--- src/rtl/cdb_arbiter_if.sv ---
// Writeback request/broadcast bundle between functional units and the CDB arbiter.
// Functional units (or a bench) use the master modport; the arbiter uses the slave modport.
interface cdb_arbiter_if #(
  parameter int N_REQ         = 4,
  parameter int ROB_IDX_WIDTH = 5
);
  logic [N_REQ-1:0]                    req_valid;
  logic [N_REQ-1:0][ROB_IDX_WIDTH-1:0] req_rob_idx;
  logic [N_REQ-1:0][4:0]               req_rd_addr;
  logic [N_REQ-1:0][31:0]              req_data;
  logic [N_REQ-1:0]                    req_ready;

  logic                                cdb_valid;
  logic [ROB_IDX_WIDTH-1:0]            cdb_rob_idx;
  logic [4:0]                          cdb_rd_addr;
  logic [31:0]                         cdb_data;

  modport master (
    output req_valid, req_rob_idx, req_rd_addr, req_data,
    input  req_ready, cdb_valid, cdb_rob_idx, cdb_rd_addr, cdb_data
  );

  modport slave (
    input  req_valid, req_rob_idx, req_rd_addr, req_data,
    output req_ready, cdb_valid, cdb_rob_idx, cdb_rd_addr, cdb_data
  );
endinterface

--- src/rtl/cdb_arbiter.sv ---
// Common data bus writeback arbiter: one-hot combinational grant, registered broadcast one cycle later.
// Define CDB_RR_EN for round-robin arbitration; otherwise fixed priority with requester 0 highest.
module cdb_arbiter #(
  parameter int N_REQ         = 4,
  parameter int ROB_IDX_WIDTH = 5
) (
  input  logic         clk,
  input  logic         rst,
  input  logic         flush,
  cdb_arbiter_if.slave bus
);

  localparam int               PTR_W   = $clog2(N_REQ);
  localparam logic [PTR_W:0]   N_REQ_L = (PTR_W+1)'(N_REQ);
  localparam logic [PTR_W-1:0] LAST_IX = PTR_W'(N_REQ - 1);

  logic                     grant_any;
  logic [PTR_W-1:0]         grant_idx;
  logic [N_REQ-1:0]         grant_vec;
  logic [PTR_W-1:0]         scan_base;
  logic [PTR_W:0]           scan_idx;

  logic                     cdb_valid_q,   cdb_valid_d;
  logic [ROB_IDX_WIDTH-1:0] cdb_rob_idx_q, cdb_rob_idx_d;
  logic [4:0]               cdb_rd_addr_q, cdb_rd_addr_d;
  logic [31:0]              cdb_data_q,    cdb_data_d;

`ifdef CDB_RR_EN
  logic [PTR_W-1:0]         rr_ptr_q, rr_ptr_d;

  assign scan_base = rr_ptr_q;
`else
  assign scan_base = '0;
`endif

  // The scan only looks at req_valid and the pointer so no payload bit reaches req_ready.
  always_comb begin
    // NOTE: every variable gets a default before any branch, so no path leaves one
    // unassigned and no latch is inferred; blocking '=' is right inside always_comb.
    grant_any = 1'b0;
    grant_idx = '0;
    grant_vec = '0;
    scan_idx  = '0;
    if (!rst && !flush) begin
      for (int i = 0; i < N_REQ; i++) begin
        scan_idx = {1'b0, scan_base} + (PTR_W+1)'(i);
        if (scan_idx >= N_REQ_L) scan_idx = scan_idx - N_REQ_L;
        if (!grant_any && bus.req_valid[scan_idx[PTR_W-1:0]]) begin
          grant_any = 1'b1;
          grant_idx = scan_idx[PTR_W-1:0];
        end
      end
    end
    if (grant_any) grant_vec[grant_idx] = 1'b1;
  end

  always_comb begin
    cdb_valid_d   = grant_any;
    cdb_rob_idx_d = cdb_rob_idx_q;
    cdb_rd_addr_d = cdb_rd_addr_q;
    cdb_data_d    = cdb_data_q;
    if (grant_any) begin
      cdb_rob_idx_d = bus.req_rob_idx[grant_idx];
      cdb_rd_addr_d = bus.req_rd_addr[grant_idx];
      cdb_data_d    = bus.req_data[grant_idx];
    end
  end

  always_ff @(posedge clk) begin
    // NOTE: state registers use non-blocking '<=' so every flop samples pre-edge values.
    if (rst) begin
      cdb_valid_q   <= 1'b0;
      cdb_rob_idx_q <= '0;
      cdb_rd_addr_q <= '0;
      cdb_data_q    <= '0;
    end else begin
      cdb_valid_q   <= cdb_valid_d;
      cdb_rob_idx_q <= cdb_rob_idx_d;
      cdb_rd_addr_q <= cdb_rd_addr_d;
      cdb_data_q    <= cdb_data_d;
    end
  end

`ifdef CDB_RR_EN
  // Pointer moves just past the winner; flush and idle cycles leave it alone.
  always_comb begin
    rr_ptr_d = rr_ptr_q;
    if (grant_any) rr_ptr_d = (grant_idx == LAST_IX) ? '0 : grant_idx + 1'b1;
  end

  always_ff @(posedge clk) begin
    if (rst) rr_ptr_q <= '0;
    else     rr_ptr_q <= rr_ptr_d;
  end
`else
  logic unused_last_ix;
  assign unused_last_ix = ^LAST_IX;
`endif

  assign bus.req_ready   = grant_vec;
  assign bus.cdb_valid   = cdb_valid_q;
  assign bus.cdb_rob_idx = cdb_rob_idx_q;
  assign bus.cdb_rd_addr = cdb_rd_addr_q;
  assign bus.cdb_data    = cdb_data_q;

endmodule

--- src/flat_wrapper.sv ---
// flat-port wrapper written by rule: the top's interface ports become plain ports
module cdb_arbiter_flat 
#(
  parameter int N_REQ         = 4,
  parameter int ROB_IDX_WIDTH = 5
)
  (clk, rst, flush, bus_req_valid, bus_req_rob_idx, bus_req_rd_addr, bus_req_data, bus_req_ready, bus_cdb_valid, bus_cdb_rob_idx, bus_cdb_rd_addr, bus_cdb_data);
  cdb_arbiter_if #(.N_REQ(N_REQ), .ROB_IDX_WIDTH(ROB_IDX_WIDTH)) bus_i ();
  input  logic clk;
  input  logic rst;
  input  logic flush;
  input wire logic [$bits(bus_i.req_valid)-1:0] bus_req_valid;
  input wire logic [$bits(bus_i.req_rob_idx)-1:0] bus_req_rob_idx;
  input wire logic [$bits(bus_i.req_rd_addr)-1:0] bus_req_rd_addr;
  input wire logic [$bits(bus_i.req_data)-1:0] bus_req_data;
  output wire logic [$bits(bus_i.req_ready)-1:0] bus_req_ready;
  output wire logic [$bits(bus_i.cdb_valid)-1:0] bus_cdb_valid;
  output wire logic [$bits(bus_i.cdb_rob_idx)-1:0] bus_cdb_rob_idx;
  output wire logic [$bits(bus_i.cdb_rd_addr)-1:0] bus_cdb_rd_addr;
  output wire logic [$bits(bus_i.cdb_data)-1:0] bus_cdb_data;
  assign bus_i.req_valid = bus_req_valid;
  assign bus_i.req_rob_idx = bus_req_rob_idx;
  assign bus_i.req_rd_addr = bus_req_rd_addr;
  assign bus_i.req_data = bus_req_data;
  assign bus_req_ready = bus_i.req_ready;
  assign bus_cdb_valid = bus_i.cdb_valid;
  assign bus_cdb_rob_idx = bus_i.cdb_rob_idx;
  assign bus_cdb_rd_addr = bus_i.cdb_rd_addr;
  assign bus_cdb_data = bus_i.cdb_data;
  cdb_arbiter #(.N_REQ(N_REQ), .ROB_IDX_WIDTH(ROB_IDX_WIDTH)) u_core (.clk(clk), .rst(rst), .flush(flush), .bus(bus_i));
endmodule
--- config.mk ---
export PLATFORM = sky130hd
export DESIGN_NAME = cdb_arbiter_flat
export DESIGN_NICKNAME = d
export VERILOG_FILES = /design/src/rtl/cdb_arbiter_if.sv /design/src/rtl/cdb_arbiter.sv /design/src/flat_wrapper.sv
export SDC_FILE = /design/constraint.sdc
export NUM_CORES = 1
export LEC_CHECK = 0
export CAP_MARGIN = 20
export CELL_PAD_IN_SITES_DETAIL_PLACEMENT = 0
export CELL_PAD_IN_SITES_GLOBAL_PLACEMENT = 1
export CORE_MARGIN = 8
export CORE_UTILIZATION = 22
export DETAILED_ROUTE_END_ITERATION = 12
export GPL_ROUTABILITY_DRIVEN = 0
export PLACE_DENSITY_LB_ADDON = 0.3
export SYNTH_ARGS = -nofsm -noshare
export SYNTH_HDL_FRONTEND = slang
export SYNTH_SLANG_ARGS = --single-unit
--- constraint.sdc ---
create_clock -name clk -period 1.39 [get_ports clk]
set_input_delay 0.278 -clock clk [delete_from_list [all_inputs] [get_ports clk]]
set_output_delay 0.278 -clock clk [all_outputs]
set_load 0.1 [all_outputs]
==> results.yml <==
status:
  status: "finished clean"
critical_path:
  max_stage_delay_ps: 280
  crit_top_cell: "buf_12"
  critPathRequiredTime_ps: 1110
  cp_max_fo: 3
  critPathSlowestCell: "and4b_2"
  end_kind: "output pin"
  worstSetupPathType: "in2out"
  worstPathCellList: "buf_2 > nor2_2 > and4b_2 > buf_12 > buf_12"
  rrSetupSlack_ps: 660
  startpoint_type: "primary input"
  worstPathArrival_ps: 1100
sta:
  min_period_over_period: 0.989
  period_needed_ps: 1370
  finClkSkew_ps: 0
  hold_viol_final: 0
  rsz0062_at_grt: "true"
  slew_violations: 0
  worst_slew_pin_slew_ps: 303
  fin_ws_ps: 15.8
  max_freq_mhz: 728
  worst_hold_slack_ps: 513
  max_slew_margin: 0.799
  setup_violations: 0
final_layout:
  syn_to_final_growth_pct: 126
  seq_area_um2: 861
  drive_above_1_share: 0.258
  num_antenna_cells: 0
  stdcell_count: 623
  final_common_cell: "clkdlybuf4s50_1"
  fillerInstances: 1054
  final_nets: 656
  stdcell_area_mm2: 0.00570
  multiInputGateArea_mm2: 0.00153
  mostFrequentLayoutCells: "clkdlybuf4s50_1, a22oi_1, buf_12"
  fin_util: 0.504
route:
  post_drt_wl_per_cell_um: 19.9
  drt-total-wl_um: 12400
  drcViolationCount: 0
  met1_length_um: 4830
  avgViaCountPerCell: 4.94
  via_count: 3078
  postRouteAntennaNets: 0
  dr.max_layer_used: "met4"
  wl_met2_um: 6370
  firstDrtPassIters: 6
  wl_met3_um: 1090
  drtIter0Drc: 164
logic_synthesis:
  synth-simple-area-share: 0.121
  synthMuxAreaShare: 0
  synth_nets: 428
  synth.distinct_cells: 20
  ys_seq_area_frac: 0.341
  syn_avg_cell_area_um2: 9.98
  synth_cells: 253
  yosysWarnings: 0
  yosys.area_share.adder: 0
  synth_seq_cells: 43
  synth_xor_xnor_area_share: 0
  synth_top_family_by_area: "compound AO/OA/AOI/OAI gates"
  syn_area_mm2: 0.00253
  synth_compound_area_frac: 0.453
global_routing:
  grt_pass1_vias: 3331
  gr-total-overflow: 0
  grt_pass1_wl_um: 18000
  track_usage: 0.152
  grt_max_degree: 46
  antenna_found_initial: 0
placed_design:
  dp.cells: 607
  place_hpwl_um: 9460
  place_area_mm2: 0.00547
  place_ws_ps: -700
  port_buffers: 221
power_and_ir_drop:
  power_density_mw_per_mm2: 895
  p_leak_nw: 2.30
  ir_drop_v: 0.000587
die:
  initial_utilization: 0.223
  dieArea_mm2: 0.0152
  core_mm2: 0.0113
  ios: 222
  core.rowCount: 39
  die_x_um: 123
  die_h_um: 123
clock_tree:
  ctsLongestPathBuffers: 2
  cts_buffers: 5
  cts-root-buf: "clkbuf_16"
  cts_tree: "built"
  cts_sinks: 43
  insertion_delay_ps: 280
  htree_levels: 2
  clkTransAtPathRegs_ps: 60
run:
  maxCapViolations: 0
hold_path:
  min_path_type: "in2reg"
-- cell families after synthesis --
logic type / after synthesis
and+or+nand+nor: 49
buffers and inverters: 33
DFF: 43
AOI/OAI and AO/OA: 128
-- worst max-delay path, delay by kind of cell --
| family | cells | cell delay [ps] |
|---|---|---|
| and+or+nand+nor | 2 | 390 |
| buffers and inverters | 3 | 420 |
-- final timing paths --
path / start / endpoint / cells past startpoint
hold reg to reg: u_core.bus.cdb_data[3]$_SDFFE_PP0P_ / u_core.bus.cdb_data[3]$_SDFFE_PP0P_ / 2
setup reg to reg: u_core.bus.cdb_rd_addr[3]$_SDFFE_PP0P_ / u_core.bus.cdb_rd_addr[3]$_SDFFE_PP0P_ / 2
hold / removal: rst / u_core.bus.cdb_data[17]$_SDFFE_PP0P_ / 4
setup / recovery: bus_req_valid[1] / bus_req_ready[3] / 5
-- stage by stage --
step | total power [W] | setup TNS [ps]
2_1_floorplan | 0.00275 | 0
3_3_place_gp | 0.00399 | -27830
3_5_place_dp | 0.00402 | -30290
4_1_cts | 0.00517 | -42.4
5_1_grt | 0.00532 | -19.9
6_report | 0.00510 | 0
-- final cells by class --
type,instances,area share
clock buffer,6,0.0226
sequential,43,0.151
timing repair buffer,253,0.527
multi-input combinational,177,0.268
inverter,1,0.000658
tap,143,0.0314
-- Yosys cell counts --
library cell	count	share of area
a21oi_1	1	0.0020
a221oi_1	22	0.076
a221oi_2	19	0.11
a222oi_1	1	0.0040
a22oi_1	83	0.25
and2_1	2	0.0050
and3_1	1	0.0025
and4b_1	1	0.0040
buf_2	9	0.018
buf_4	9	0.027
buf_6	6	0.027
clkbuf_1	8	0.012
dfxtp_1	43	0.34
inv_1	1	0.0015
nand2b_1	42	0.10
nor2_1	1	0.0015
nor2_2	1	0.0025
nor3_1	1	0.0020
o31ai_2	1	0.0050
o41ai_2	1	0.0064
-- registers in the layout, indices dropped and copies added, names as in the netlist --
register and flops:
u_core.bus.cdb_valid 1, u_core.bus.cdb_rob_idx 5, u_core.bus.cdb_data 32, u_core.bus.cdb_rd_addr 5
-- metal layers --
layer  GRT usage  vias up
li1            -     1487
met5           0        -
met4      0.0339        0
met1       0.164     1459
met2       0.279      124
met3      0.0511        8
-- what timing repair did --
action                     4_1_cts  5_1_grt
pin swaps                        5        7
cloned                           0        1
hold buffers                     0        0
resized for setup               35        6
setup endpoints to repair       47       24
buffers inserted                 6        4
-- where the power goes --
group / switching (W) / total [W] / internal (W)
Sequential: 0.000135 / 0.00150 / 0.00137
Clock: 0.000459 / 0.00111 / 0.000647
Combinational: 0.00135 / 0.00250 / 0.00115
Total: 0.00194 / 0.00510 / 0.00316
Power figures use the tool's default switching activity.
